==> config.mk <==
export PLATFORM = sky130hd
export DESIGN_NAME = mem_port_arbiter
export DESIGN_NICKNAME = d
export VERILOG_FILES = /design/src/rtl/mem_port_arbiter.sv
export SDC_FILE = /design/constraint.sdc
export NUM_CORES = 1
export LEC_CHECK = 0
export BUFFER_PORTS_ARGS = -buffer_cell sky130_fd_sc_hd__clkbuf_2
export CAP_MARGIN = 20
export CORE_AREA = 2 2 117 119
export DETAILED_ROUTE_END_ITERATION = 7
export DIE_AREA = 0 0 119 121
export SLEW_MARGIN = 20
export SYNTH_ARGS = -nofsm -noshare
export SYNTH_HDL_FRONTEND = slang
export SYNTH_SLANG_ARGS = --single-unit
==> constraint.sdc <==
create_clock -name clk -period 3 [get_ports clk]
set_input_delay 0 -clock clk [delete_from_list [all_inputs] [get_ports clk]]
set_output_delay 0 -clock clk [all_outputs]
set_load 0.01 [all_outputs]
==> src/rtl/mem_port_arbiter.sv <==
`default_nettype none
// ============================================================================
// Module   : mem_port_arbiter
// Purpose  : Serialises fetch and execute accesses onto the single-port memory.
//            Stores are posted as a write right after their read. Build option
//            MEM_ARB_RR_EN selects round-robin instead of execute priority.
// Revision : 1.0 - initial release
// ============================================================================
module mem_port_arbiter #(
  parameter int XLEN           = 32,
  parameter int READ_ADDR_SIZE = 32
) (
  input  logic                      clk,
  input  logic                      rst,
  input  logic                      fetch_readEn,
  input  logic [READ_ADDR_SIZE-1:0] fetch_readAddr,
  output logic                      fetch_readFin,
  output logic [XLEN-1:0]           fetch_readData,
  input  logic                      ex_readEn,
  input  logic [READ_ADDR_SIZE-1:0] ex_readAddr,
  output logic                      ex_readFin,
  output logic [XLEN-1:0]           ex_readData,
  input  logic                      ex_writeEn,
  input  logic [READ_ADDR_SIZE-1:0] ex_writeAddr,
  input  logic [XLEN-1:0]           ex_writeData,
  output logic                      mem_req,
  output logic                      mem_we,
  output logic [READ_ADDR_SIZE-1:0] mem_addr,
  output logic [XLEN-1:0]           mem_wdata,
  input  logic                      mem_ack,
  input  logic [XLEN-1:0]           mem_rdata,
  output logic                      arb_busy
);

  typedef enum logic [1:0] {
    IDLE     = 2'd0,
    RD_FETCH = 2'd1,
    RD_EX    = 2'd2,
    WR_POST  = 2'd3
  } state_t;

  localparam logic GRANT_FETCH = 1'b0;
  localparam logic GRANT_EX    = 1'b1;

  state_t                    state_q, state_d;
  logic [READ_ADDR_SIZE-1:0] addr_q, addr_d;
  logic [XLEN-1:0]           wdata_q, wdata_d;
  logic                      last_grant_q, last_grant_d;
  logic                      grant_ex;
  logic                      grant_fetch;

  always_comb begin
`ifdef MEM_ARB_RR_EN
    // On contention, hand the grant to whoever was not served last.
    grant_ex = ex_readEn & (~fetch_readEn | (last_grant_q == GRANT_FETCH));
`else
    grant_ex = ex_readEn;
`endif
    grant_fetch = fetch_readEn & ~grant_ex;
  end

  always_ff @(posedge clk) begin
    if (rst) begin
      state_q      <= IDLE;
      addr_q       <= '0;
      wdata_q      <= '0;
      last_grant_q <= GRANT_FETCH;
    end else begin
      state_q      <= state_d;
      addr_q       <= addr_d;
      wdata_q      <= wdata_d;
      last_grant_q <= last_grant_d;
    end
  end

  always_comb begin
    state_d       = state_q;
    addr_d        = addr_q;
    wdata_d       = wdata_q;
    last_grant_d  = last_grant_q;
    mem_req       = 1'b0;
    mem_we        = 1'b0;
    fetch_readFin = 1'b0;
    ex_readFin    = 1'b0;
    case (state_q)
      IDLE: begin
        // Any mem_ack seen here is stale and deliberately ignored.
        if (grant_ex) begin
          state_d      = RD_EX;
          addr_d       = ex_readAddr;
          last_grant_d = GRANT_EX;
        end else if (grant_fetch) begin
          state_d      = RD_FETCH;
          addr_d       = fetch_readAddr;
          last_grant_d = GRANT_FETCH;
        end
      end
      RD_FETCH: begin
        mem_req = 1'b1;
        if (mem_ack) begin
          fetch_readFin = 1'b1;
          state_d       = IDLE;
        end
      end
      RD_EX: begin
        mem_req = 1'b1;
        if (mem_ack) begin
          ex_readFin = 1'b1;
          if (ex_writeEn) begin
            addr_d  = ex_writeAddr;
            wdata_d = ex_writeData;
            state_d = WR_POST;
          end else begin
            state_d = IDLE;
          end
        end
      end
      WR_POST: begin
        mem_req = 1'b1;
        mem_we  = 1'b1;
        if (mem_ack) begin
          state_d = IDLE;
        end
      end
      default: state_d = IDLE;
    endcase
  end

  assign fetch_readData = fetch_readFin ? mem_rdata : '0;
  assign ex_readData    = ex_readFin    ? mem_rdata : '0;
  assign mem_addr       = addr_q;
  assign mem_wdata      = wdata_q;
  assign arb_busy       = (state_q != IDLE);

endmodule
`default_nettype wire

==> results of run 1 <==
-- synth_stat cells, drive strengths merged --
master | count | share of area
a21bo | 1 | 0.0027
a21oi | 34 | 0.046
and2 | 34 | 0.058
and3 | 33 | 0.056
and4b | 1 | 0.0027
buf | 20 | 0.041
clkbuf | 20 | 0.020
clkinv | 1 | 0.0010
dfxtp | 66 | 0.36
inv | 3 | 0.0030
mux2 | 32 | 0.098
mux2i | 32 | 0.087
nand2 | 97 | 0.099
nand4 | 1 | 0.0034
nand4b | 1 | 0.0024
nor2b | 2 | 0.0041
nor3 | 1 | 0.0027
o2111ai | 1 | 0.0024
o21ai | 1 | 0.0014
o22ai | 32 | 0.11
or2 | 3 | 0.0051
or3 | 1 | 0.0030
-- layout make-up --
type	count	area [µm²]	area share
Timing Repair Buffer	362	2110	0.346
Multi-Input combinational cell	307	2140	0.351
Clock buffer	12	256	0.0421
Clock inverter	2	37.5	0.00616
Inverter	4	15.0	0.00246
Sequential cell	66	1320	0.217
Tap cell	176	220	0.0361
-- per-layer routing --
layer | GRT usage | vias to the layer above | wire [µm]
li1 | - | 2089 | -
met1 | 0.196 | 1950 | 5330
met2 | 0.350 | 192 | 7310
met3 | 0.0287 | 19 | 809
met4 | 0.0751 | 0 | 276
met5 | 0 | - | 0
-- worst max-delay path by stage --
stage               cells after the start  slack (ns)               to
detailed placement                      4        1.22      mem_addr[1]
global placement                        4        1.32      mem_addr[1]
finish                                  4        1.08   ex_readData[1]
global route                            4        0.97  ex_readData[18]
floorplan                               6        1.61      mem_addr[0]
CTS                                     4        1.08   ex_readData[1]
-- cell families after synthesis --
logic type	count (synthesis)	synth area share
multiplexers	64	0.184
flip-flops	66	0.358
AND/OR/NAND/NOR	174	0.235
AO/OA/AOI/OAI	69	0.158
buffers and inverters	44	0.0650
-- power breakdown --
part	switching [mW]	total, mW	internal (mW)
logic	0.367	0.735	0.368
clock network	0.354	1.03	0.679
registers	0.0460	0.995	0.949
total	0.766	2.76	2.00
-- through the flow --
step                      setup WS, ns  area (µm²)   util  instances
after global routing             0.970        6100  0.466        929
final                             1.08        6100  0.466        929
after CTS                         1.08        6100  0.466        929
after global placement            1.32        5260  0.402        861
after floorplan                   1.61        3690      -        417
after detailed placement          1.22        5260  0.402        861
-- flip-flops by register name (all words and copies together), names as in the netlist --
signal,flops
mem_addr,32
mem_wdata,32
state_q,2
-- worst max-delay path: cells and delay by family (launching register included) --
| family | cells | cell delay, ns |
|---|---|---|
| AND/OR/NAND/NOR | 2 | 0.47 |
| buffers and inverters | 2 | 0.57 |
| flip-flops | 1 | 0.53 |
-- layout by cell type (no fill, tap or decap), types with 2 or more instances in the layout --
cell type / n
sky130_fd_sc_hd__dfxtp_1: 66
sky130_fd_sc_hd__o22ai_1: 2
sky130_fd_sc_hd__nand2_1: 97
sky130_fd_sc_hd__o22ai_2: 30
sky130_fd_sc_hd__clkbuf_8: 2
sky130_fd_sc_hd__or2_1: 3
sky130_fd_sc_hd__clkbuf_2: 298
sky130_fd_sc_hd__and2_1: 34
sky130_fd_sc_hd__mux2i_1: 32
sky130_fd_sc_hd__inv_2: 2
sky130_fd_sc_hd__dlygate4sd3_1: 54
sky130_fd_sc_hd__mux2_2: 32
sky130_fd_sc_hd__a21oi_1: 34
sky130_fd_sc_hd__and3_1: 32
sky130_fd_sc_hd__clkbuf_16: 9
sky130_fd_sc_hd__buf_4: 10
==> tab_implementation.tex, run 1 <==
\begin{tabular}{lr}
\hline
Metric & Value \\
\hline
\multicolumn{2}{l}{\textbf{Status}} \\
Run status & finished, final reports clean \\
\multicolumn{2}{l}{\textbf{CTS}} \\
Number of cells upsized or downsized after cts & 0 \\
Number of buffers between clock root and the deepest sink & 2 \\
Master cell of the clock root buffer & sky130\_fd\_sc\_hd\_\_clkbuf\_16 \\
Clock sink count & 66 \\
Clock tree from TritonCTS & built \\
Post-CTS setup-driven buffer insertion count & 0 \\
Worst-path clk slew & 0.05 ns \\
Clk\_lat worst skew & 0.32 ns \\
Cts bufs inserted & 9 \\
Max H-tree Level & 3 \\
Number of buffers added to fix hold violations after cts & 54 \\
\multicolumn{2}{l}{\textbf{Synthesis}} \\
Syn Std Cell Area & 3690 µm² \\
Average cell area after synthesis & 8.86 µm² \\
Nets in the synthesized netlist & 583 \\
Unique cell type count in the Yosys netlist & 27 \\
Warnings from Yosys & 0 \\
Number of instances in the synthesized netlist & 417 \\
Sequential area share after synthesis & 0.358 \\
FF+latch count, synth & 66 \\
\multicolumn{2}{l}{\textbf{Finish}} \\
Number of fill cells & 1247 \\
Antenna diode count & 0 \\
Share of final-layout standard cells stronger than drive strength 1 & 0.519 \\
Final \#Nets & 916 \\
Area delta synth->final & 65.0\% \\
\multicolumn{2}{l}{\textbf{Floorplanning}} \\
I/O pin count & 299 \\
DIE WIDTH & 119 µm \\
Die footprint & 14400 µm² \\
Effective utilization at floorplan & 0.282 \\
Die Span Y & 121 µm \\
Standard cell core area & 13100 µm² \\
Core Rows & 42 \\
\multicolumn{2}{l}{\textbf{Timing}} \\
Final Cycle Share & 0.641 \\
Final count of negative-setup-slack endpoints & 0 \\
Slew @ Worst Pin & 0.587 ns \\
Pins over their slew limit & 0 \\
Clock skew & 0.00332 ns \\
Post-layout min period & 1.92 ns \\
Unrepaired setup endpoints after global routing & no \\
Highest clock rate & 0.520 GHz \\
Summed negative setup slack over all endpoints & 0 ns \\
Hold WS & 0.00792 ns \\
Final hold violation count & 0 \\
Worst rel slew slack & 0.608 \\
\multicolumn{2}{l}{\textbf{Placed design}} \\
Final weighted congestion in routability-driven placement & 0.818 \\
Sum of net half-perimeters after detailed placement & 10300 µm \\
Count of buffers from port buffering & 298 \\
\multicolumn{2}{l}{\textbf{Min path}} \\
Count of cells along the worst hold path & 3 \\
Classification of the worst-slack hold path & in -> reg \\
Worst hold start & ex\_writeAddr[23] \\
Hold endpoint & mem\_addr[23] \\
\multicolumn{2}{l}{\textbf{Detailed routing}} \\
Antenna-violating nets left & 0 \\
DRC viols & 0 \\
Detail-routed net length per standard cell & 14.8 µm \\
Number of optimization iterations in the first detailed-route pass & 6 \\
Number of vias in the routed layout & 4250 \\
Total Wirelength & 13700 µm \\
Per-cell via count in the routed design & 4.57 \\
DRT iter0 DRCs & 92 \\
\multicolumn{2}{l}{\textbf{Worst setup path}} \\
Worst Path Required & 3.00 ns \\
Data arrival time of the worst path & 1.92 ns \\
Standard cell with the maximum stage delay on the critical path & sky130\_fd\_sc\_hd\_\_dfxtp\_1 \\
Worst reg2reg startpoint & state\_q[1] \\
Depth of the most critical reg-to-reg path & 4 \\
Kind of critical path & reg -> out \\
Endpoint type of the worst setup path & output pin \\
Critical path's largest stage delay & 0.53 ns \\
End of the worst register-to-register path & mem\_addr[1] \\
Crit start category & flop \\
Cells traversed along the worst timing path & nor2b\_4 -> buf\_4 -> and3\_1 -> clkbuf\_2 \\
Critical path peak fanout & 48 \\
Register-to-register path setup slack & 1.21 ns \\
Worst setup path startpoint & state\_q[1] \\
\multicolumn{2}{l}{\textbf{Global routing}} \\
Number of antenna violations at the first check in global routing & 0 \\
Aggregate global-route resource usage & 0.182 \\
Total congestion overflow after global routing & 0 \\
Global-route wire length before repair & 20800 µm \\
Vias in the first global route & 4217 \\
Pin count of the biggest net entering global routing & 49 \\
\multicolumn{2}{l}{\textbf{Pwr}} \\
Power after layout & 2.76 mW \\
Cell area power density & 453 nW/µm² \\
VDD IR-drop max & 0.277 mV \\
Standby leakage power & 3.00 nW \\
\multicolumn{2}{l}{\textbf{Job}} \\
Max-cap check violation count & 0 \\
\hline
\end{tabular}
(Power assumes the default switching activity.)
==> inputs of run 2 (changes only) <==
--- a/config.mk
+++ b/config.mk
@@ -7,9 +7,9 @@
 export LEC_CHECK = 0
 export BUFFER_PORTS_ARGS = -buffer_cell sky130_fd_sc_hd__clkbuf_2
 export CAP_MARGIN = 20
-export CORE_AREA = 2 2 117 119
+export CORE_AREA = 2 2 118 120
 export DETAILED_ROUTE_END_ITERATION = 7
-export DIE_AREA = 0 0 119 121
+export DIE_AREA = 0 0 120 122
 export SLEW_MARGIN = 20
 export SYNTH_ARGS = -nofsm -noshare
 export SYNTH_HDL_FRONTEND = slang
==> constraint.sdc (replaced) <==
create_clock -name clk -period 1.6 [get_ports clk]
set_input_delay 0 -clock clk [delete_from_list [all_inputs] [get_ports clk]]
set_output_delay 0 -clock clk [all_outputs]
set_load 0.01 [all_outputs]
==> tab_implementation.tex, run 2 (synthesis gave the netlist of run 1 again) <==
\begin{tabular}{lr}
\hline
Metric & Value \\
\hline
\multicolumn{2}{l}{\textbf{Timing}} \\
Slew @ Worst Pin & 0.385 ns (-0.202 ns) \\
Worst rel slew slack & 0.743 (+0.135) \\
Post-layout min period & 1.51 ns \\
Summed negative setup slack over all endpoints & 0 ns (unchanged) \\
Final hold violation count & 0 (unchanged) \\
Final count of negative-setup-slack endpoints & 0 (unchanged) \\
Highest clock rate & 0.661 GHz \\
Final Cycle Share & 0.945 \\
Pins over their slew limit & 0 (unchanged) \\
Unrepaired setup endpoints after global routing & no \\
Hold WS & 0.00808 ns (+0.000157 ns) \\
Clock skew & 0.00425 ns (+0.000928 ns) \\
\multicolumn{2}{l}{\textbf{Finish}} \\
Area delta synth->final & 73.0\% \\
Most common cell after layout, fill and taps aside & sky130\_fd\_sc\_hd\_\_clkbuf\_2 \\
Share of final-layout standard cells stronger than drive strength 1 & 0.527 (+0.00802) \\
Antenna diode count & 0 (unchanged) \\
Number of fill cells & 1345 (+7.9\%) \\
Core utilization of the finished layout & 0.473 (+0.00731) \\
Footprint of the multi-input gates & 2140 µm² (+0.29\%) \\
Final cell area excluding filler cells & 6390 µm² (+4.8\%) \\
Final \#Nets & 931 (+1.6\%) \\
Leading cell types in the layout, fill and taps excluded & sky130\_fd\_sc\_hd\_\_clkbuf\_2, sky130\_fd\_sc\_hd\_\_nand2\_1, sky130\_fd\_sc\_hd\_\_dfxtp\_1 \\
Area taken by flip-flops and latches & 1330 µm² (+0.38\%) \\
\multicolumn{2}{l}{\textbf{Floorplanning}} \\
Die Span Y & 122 µm (+0.83\%) \\
Core Rows & 43 (+2.4\%) \\
Effective utilization at floorplan & 0.274 (-0.00876) \\
I/O pin count & 299 (unchanged) \\
Die footprint & 14600 µm² (+1.7\%) \\
DIE WIDTH & 120 µm (+0.84\%) \\
Standard cell core area & 13500 µm² (+3.2\%) \\
\multicolumn{2}{l}{\textbf{Global routing}} \\
Number of antenna violations at the first check in global routing & 0 (unchanged) \\
Global-route wire length before repair & 20200 µm (-3.2\%) \\
GRT busiest layer & met2 \\
Pin count of the biggest net entering global routing & 49 (unchanged) \\
Met3 routing resource usage after global routing & 0.0417 (+0.0130) \\
GR Layer Usage met2 & 0.328 (-0.0217) \\
Aggregate global-route resource usage & 0.174 (-0.00750) \\
Met1 GRT Util & 0.187 (-0.00893) \\
Total congestion overflow after global routing & 0 (unchanged) \\
Vias in the first global route & 4084 (-3.2\%) \\
\multicolumn{2}{l}{\textbf{Job}} \\
Max-cap check violation count & 0 (unchanged) \\
\multicolumn{2}{l}{\textbf{Detailed routing}} \\
Number of vias in the routed layout & 4259 (+0.21\%) \\
Antenna-violating nets left & 0 (unchanged) \\
DRT iter0 DRCs & 137 (+49\%) \\
Total Wirelength & 13900 µm (+0.95\%) \\
Number of optimization iterations in the first detailed-route pass & 6 (unchanged) \\
Per-cell via count in the routed design & 4.48 (-2.0\%) \\
Detail-routed net length per standard cell & 14.6 µm (-1.3\%) \\
DRC viols & 0 (unchanged) \\
\multicolumn{2}{l}{\textbf{CTS}} \\
Master cell of the clock root buffer & sky130\_fd\_sc\_hd\_\_clkbuf\_16 \\
Clock tree from TritonCTS & built \\
Max H-tree Level & 3 (unchanged) \\
Cts bufs inserted & 9 (unchanged) \\
Number of buffers between clock root and the deepest sink & 2 (unchanged) \\
Worst-path clk slew & 0.05 ns (about the same) \\
Clk\_lat worst skew & 0.33 ns (about the same) \\
Clock sink count & 66 (unchanged) \\
\multicolumn{2}{l}{\textbf{Pwr}} \\
Share of total power consumed by net switching & 0.289 (+0.0121) \\
Clock power share & 0.367 (-0.007) \\
Standby leakage power & 3.13 nW (+4.3\%) \\
VDD IR-drop max & 0.366 mV (+32\%) \\
Switching Power & 1.53 mW (+100\%) \\
Cell-internal power & 3.77 mW (+89\%) \\
Sequential share of power & 0.350 (-0.010) \\
Portion of total power attributed to combinational logic & 0.283 (+0.017) \\
Power after layout & 5.30 mW (+92\%) \\
Cell area power density & 829 nW/µm² (+83\%) \\
\multicolumn{2}{l}{\textbf{Placed design}} \\
Final weighted congestion in routability-driven placement & 0.773 (-5.5\%) \\
Count of buffers from port buffering & 298 (unchanged) \\
Sum of net half-perimeters after detailed placement & 9920 µm (-3.8\%) \\
Placed instance area & 5400 µm² (+2.6\%) \\
\multicolumn{2}{l}{\textbf{Worst setup path}} \\
Critical path's largest stage delay & 0.38 ns (-0.15 ns) \\
Critical path peak fanout & 17 (-65\%) \\
Worst Path Required & 1.60 ns (-1.40 ns) \\
Critical path buffers and inverters & 4 (+2) \\
Cell family with most CP delay & buffers and inverters \\
Kind of critical path & reg -> out \\
Cells traversed along the worst timing path & inv\_2 -> nor3\_4 -> buf\_12 -> buf\_12 -> and2\_1 -> clkbuf\_2 \\
Most frequent cell on the critical path & sky130\_fd\_sc\_hd\_\_buf\_12 \\
Crit start category & flop \\
Data arrival time of the worst path & 1.51 ns (-0.41 ns) \\
Standard cell with the maximum stage delay on the critical path & sky130\_fd\_sc\_hd\_\_dfxtp\_4 \\
Endpoint type of the worst setup path & output pin \\
\multicolumn{2}{l}{\textbf{Status}} \\
Run status & finished, final reports clean \\
\multicolumn{2}{l}{\textbf{Min path}} \\
Classification of the worst-slack hold path & in -> reg \\
\hline
\end{tabular}
## run 2: changes by cell type in the layout (fill, tap and decap cells not counted), moves of 2 or more
cell / delta
sky130_fd_sc_hd__clkinv_2: +3
sky130_fd_sc_hd__clkinv_4: +2
sky130_fd_sc_hd__buf_4: -2
sky130_fd_sc_hd__clkbuf_16: +2
sky130_fd_sc_hd__dfxtp_1: -2
sky130_fd_sc_hd__clkbuf_8: -2
sky130_fd_sc_hd__dlygate4sd3_1: +5
sky130_fd_sc_hd__buf_12: +9
## run 2: power by group through the flow
| stage | registers (mW) | logic (mW) | clock network (mW) |
|---|---|---|---|
| after CTS | 1.86 | 1.46 | 1.99 |
| after global placement | 1.89 | 1.33 | 0 |
| final | 1.86 | 1.50 | 1.94 |
| after global routing | 1.87 | 1.61 | 2.08 |
| after detailed placement | 1.89 | 1.34 | 0 |
| after floorplan | 1.94 | 0.735 | 0 |
## run 2: cell type report
type	count	share of cell area
clock inverters	7	0.0110
well taps	180	0.0352
flip-flops and latches	66	0.208
clock buffers	9	0.0352
multi-input cells	307	0.336
inverters	4	0.00235
repair buffers	377	0.373
## run 2: worst paths after layout
kind              cells after the start           endpoint            start  slack, ns
setup / recovery                      6  fetch_readData[8]       state_q[0]       0.09
hold / removal                        3        mem_addr[4]  ex_writeAddr[4]      0.008
setup reg to reg                      5        mem_addr[0]       state_q[1]       0.18
hold reg to reg                       2       mem_wdata[1]     mem_wdata[1]       0.45
## run 2: layer usage
layer / share of wire / vias to the layer above
li1: - / 2128
met1: 0.38 / 1923
met2: 0.53 / 192
met3: 0.068 / 16
met4: 0.017 / 0
met5: 0 / -
## run 2: what timing repair did
item                                    4_1_cts  5_1_grt
endpoints found under the setup margin       32       65
pin swaps                                     0        1
setup buffers                                 0        3
hold buffers                                 59        0
hold endpoints to repair                     59        0
cloned                                        0        3
gates resized for setup                       1        3
## run 2: metrics by stage
| stage | cells | setup WS [ns] |
|---|---|---|
| finish | 950 | 0.0876 |
| floorplan | 417 | 0.205 |
| detailed placement | 869 | 0.180 |
| global route | 950 | 0.0155 |
| global placement | 869 | 0.217 |
| CTS | 944 | 0.00771 |
## run 2: worst register-to-register path, stage by stage, from the launching register on
cell and delay (ns):
sky130_fd_sc_hd__dfxtp_2 0.37, sky130_fd_sc_hd__nor2b_4 0.23, sky130_fd_sc_hd__buf_4 0.15, sky130_fd_sc_hd__buf_12 0.16, sky130_fd_sc_hd__mux2i_1 0.29, sky130_fd_sc_hd__o22ai_2 0.10
==> inputs of run 3 (changes only) <==
--- a/config.mk
+++ b/config.mk
@@ -7,9 +7,11 @@
 export LEC_CHECK = 0
 export BUFFER_PORTS_ARGS = -buffer_cell sky130_fd_sc_hd__clkbuf_2
 export CAP_MARGIN = 20
-export CORE_AREA = 2 2 118 120
+export CORE_AREA = 2 2 116 118
+export CTS_BUF_LIST = sky130_fd_sc_hd__clkbuf_2 sky130_fd_sc_hd__clkbuf_4 sky130_fd_sc_hd__clkbuf_8
 export DETAILED_ROUTE_END_ITERATION = 7
-export DIE_AREA = 0 0 120 122
+export DIE_AREA = 0 0 118 120
+export PLACE_DENSITY = 0.71
 export SLEW_MARGIN = 20
 export SYNTH_ARGS = -nofsm -noshare
 export SYNTH_HDL_FRONTEND = slang
==> constraint.sdc (replaced) <==
create_clock -name clk -period 1.3 [get_ports clk]
set_input_delay 0 -clock clk [delete_from_list [all_inputs] [get_ports clk]]
set_output_delay 0 -clock clk [all_outputs]
set_load 0.01 [all_outputs]
==> tab_implementation.tex, run 3 (synthesis gave the netlist of run 1 again) <==
\begin{tabular}{lr}
\hline
Metric & Value \\
\hline
\multicolumn{2}{l}{\textbf{Finish}} \\
Number of fill cells & 1108 (-18\%) \\
Final \#Nets & 956 (+2.7\%) \\
Post-Layout Cell Count & 971 (+2.2\%) \\
Area taken by flip-flops and latches & 1330 µm² (unchanged) \\
Area delta synth->final & 92.6\% \\
Most common cell after layout, fill and taps aside & sky130\_fd\_sc\_hd\_\_clkbuf\_2 \\
Core utilization of the finished layout & 0.548 (+0.0748) \\
Leading cell types in the layout, fill and taps excluded & sky130\_fd\_sc\_hd\_\_clkbuf\_2, sky130\_fd\_sc\_hd\_\_nand2\_1, sky130\_fd\_sc\_hd\_\_dlygate4sd3\_1, sky130\_fd\_sc\_hd\_\_dfxtp\_1, sky130\_fd\_sc\_hd\_\_buf\_6 \\
Footprint of the multi-input gates & 2370 µm² (+10\%) \\
Share of final-layout standard cells stronger than drive strength 1 & 0.601 (+0.0740) \\
Antenna diode count & 0 (unchanged) \\
\multicolumn{2}{l}{\textbf{Timing}} \\
Final hold violation count & 0 (unchanged) \\
Pins over their slew limit & 0 (unchanged) \\
Final Cycle Share & 1.20 \\
Post-layout min period & 1.56 ns \\
Highest clock rate & 0.640 GHz \\
Final count of negative-setup-slack endpoints & 115 (+115) \\
Worst rel slew slack & 0.688 (-0.0546) \\
Clock skew & 0.00767 ns (+0.00342 ns) \\
Unrepaired setup endpoints after global routing & yes \\
Summed negative setup slack over all endpoints & -19.22 ns (-19.22 ns) \\
Slew @ Worst Pin & 0.468 ns (+0.0825 ns) \\
Final worst-path setup slack & -0.263 ns (-0.350 ns) \\
Hold WS & 0.0762 ns (+0.0681 ns) \\
\multicolumn{2}{l}{\textbf{Global routing}} \\
Number of antenna violations at the first check in global routing & 0 (unchanged) \\
Global-route wire length before repair & 21100 µm (+4.4\%) \\
Vias in the first global route & 4180 (+2.4\%) \\
Pin count of the biggest net entering global routing & 35 (-29\%) \\
Aggregate global-route resource usage & 0.185 (+0.0105) \\
Total congestion overflow after global routing & 0 (unchanged) \\
\multicolumn{2}{l}{\textbf{CTS}} \\
Max H-tree Level & 3 (unchanged) \\
Cts bufs inserted & 9 (unchanged) \\
Clock tree from TritonCTS & built \\
Worst-path clk slew & 0.07 ns (+0.02 ns) \\
Master cell of the clock root buffer & sky130\_fd\_sc\_hd\_\_clkbuf\_8 \\
Clk\_lat worst skew & 0.34 ns (about the same) \\
Number of buffers between clock root and the deepest sink & 2 (unchanged) \\
Clock sink count & 66 (unchanged) \\
\multicolumn{2}{l}{\textbf{Detailed routing}} \\
DRT iter0 DRCs & 203 (+48\%) \\
Number of optimization iterations in the first detailed-route pass & 4 (-2) \\
Detail-routed net length per standard cell & 16.0 µm (+9.6\%) \\
DRC viols & 0 (unchanged) \\
Total Wirelength & 15500 µm (+12\%) \\
Number of vias in the routed layout & 4464 (+4.8\%) \\
Per-cell via count in the routed design & 4.60 (+2.5\%) \\
Antenna-violating nets left & 0 (unchanged) \\
\multicolumn{2}{l}{\textbf{Worst setup path}} \\
Worst Path Required & 1.53 ns (-0.07 ns) \\
Most frequent cell on the critical path & sky130\_fd\_sc\_hd\_\_buf\_4 \\
Endpoint type of the worst setup path & flop \\
Critical path buffers and inverters & 4 (unchanged) \\
Crit start category & flop \\
Depth of the most critical reg-to-reg path & 7 (+2) \\
End of the worst register-to-register path & mem\_addr[19] \\
Cell family with most CP delay & buffers and inverters \\
Data arrival time of the worst path & 1.80 ns (+0.29 ns) \\
Critical path peak fanout & 12 (-5) \\
Standard cell with the maximum stage delay on the critical path & sky130\_fd\_sc\_hd\_\_dfxtp\_2 \\
Worst reg2reg startpoint & state\_q[1] \\
Critical path's largest stage delay & 0.34 ns (-0.04 ns) \\
Register-to-register path setup slack & -0.26 ns (-0.44 ns) \\
Kind of critical path & reg -> reg \\
Cells traversed along the worst timing path & buf\_4 -> buf\_4 -> buf\_4 -> a21bo\_2 -> and3\_4 -> clkbuf\_16 -> o22ai\_2 \\
\multicolumn{2}{l}{\textbf{Pwr}} \\
VDD IR-drop max & 0.727 mV (+99\%) \\
Sequential share of power & 0.351 (about the same) \\
Clock power share & 0.303 (-0.064) \\
Portion of total power attributed to combinational logic & 0.346 (+0.063) \\
Share of total power consumed by net switching & 0.294 (+0.00485) \\
Cell-internal power & 4.59 mW (+22\%) \\
Cell area power density & 913 nW/µm² (+10\%) \\
Power after layout & 6.50 mW (+23\%) \\
Switching Power & 1.91 mW (+25\%) \\
Standby leakage power & 3.32 nW (+6.2\%) \\
\multicolumn{2}{l}{\textbf{Min path}} \\
Hold endpoint & mem\_addr[1] \\
Classification of the worst-slack hold path & in -> reg \\
Worst hold start & fetch\_readAddr[1] \\
Count of cells along the worst hold path & 4 (+1) \\
\multicolumn{2}{l}{\textbf{Floorplanning}} \\
I/O pin count & 299 (unchanged) \\
Effective utilization at floorplan & 0.285 (+0.0110) \\
Core Rows & 42 (-2.3\%) \\
Die footprint & 14200 µm² (-3.3\%) \\
DIE WIDTH & 118 µm (-1.7\%) \\
Die Span Y & 120 µm (-1.6\%) \\
Standard cell core area & 13000 µm² (-3.9\%) \\
\multicolumn{2}{l}{\textbf{Placed design}} \\
Placed cells & 871 (+0.23\%) \\
Count of buffers from port buffering & 298 (unchanged) \\
Final weighted congestion in routability-driven placement & 0.788 (+1.9\%) \\
Sum of net half-perimeters after detailed placement & 9400 µm (-5.3\%) \\
\multicolumn{2}{l}{\textbf{Status}} \\
Failing checks & negative setup slack \\
Run status & finished with violations \\
\multicolumn{2}{l}{\textbf{Job}} \\
Max-cap check violation count & 0 (unchanged) \\
\hline
\end{tabular}
## run 3: changes by cell type in the layout (fill, tap and decap cells not counted), moves of 13 or more
cell,change
sky130_fd_sc_hd__and3_1,-26
sky130_fd_sc_hd__a21oi_1,-13
sky130_fd_sc_hd__and3_4,+27
sky130_fd_sc_hd__clkbuf_2,-68
sky130_fd_sc_hd__buf_2,+28
sky130_fd_sc_hd__buf_6,+45
sky130_fd_sc_hd__a21oi_2,+13
## run 3: routing by layer
layer | wire [µm] | vias up | global-route usage
li1 | - | 2188 | -
met1 | 6180 | 2058 | 0.224
met2 | 8100 | 194 | 0.324
met3 | 977 | 24 | 0.0461
met4 | 262 | 0 | 0.0505
met5 | 0 | - | 0
## run 3: power by group through the flow
| stage | Clock [mW] | Sequential [mW] | Combinational, mW |
|---|---|---|---|
| 4_1_cts | 2.04 | 2.28 | 1.92 |
| 3_3_place_gp | 0 | 2.32 | 1.63 |
| 2_1_floorplan | 0 | 2.39 | 0.918 |
| 6_report | 1.97 | 2.28 | 2.25 |
| 5_1_grt | 2.09 | 2.30 | 2.38 |
| 3_5_place_dp | 0 | 2.32 | 1.65 |
## run 3: area by class of cell
type / instances / share of cell area
repair buffers: 402 / 0.416
well taps: 176 / 0.0310
multi-input cells: 307 / 0.333
inverters: 4 / 0.00246
clock buffers: 11 / 0.0204
flip-flops and latches: 66 / 0.186
clock inverters: 5 / 0.0109
## run 3: how the worst max path moves through the flow
stage | start | end | cells past startpoint
6_report | state_q[1] | mem_addr[19] | 7
5_1_grt | state_q[1] | fetch_readData[24] | 6
4_1_cts | state_q[1] | fetch_readData[19] | 6
3_5_place_dp | state_q[1] | mem_addr[13] | 4
3_3_place_gp | state_q[1] | mem_addr[2] | 4
2_1_floorplan | state_q[1] | mem_addr[16] | 6
## run 3: worst min-delay path: cells and delay by family
kind,cells,cell delay (ns)
compound gates,1,0.11
buf+inv,1,0.08
mux,2,0.19
## run 3: what timing repair did
item                       CTS  global route
resized for setup           17           164
buffers inserted             6             6
pin swaps                    2            35
hold buffers                64             0
hold endpoints to repair    64             0
cloned                       2             7
setup endpoints to repair  101           129
## run 3: metrics by stage
step,cell area [µm²],setup slack (ns)
after floorplan,3710,0.0128
after global placement,5410,-0.0110
after detailed placement,5410,-0.0354
after CTS,6450,-0.229
after global routing,7110,-0.302
final,7110,-0.263
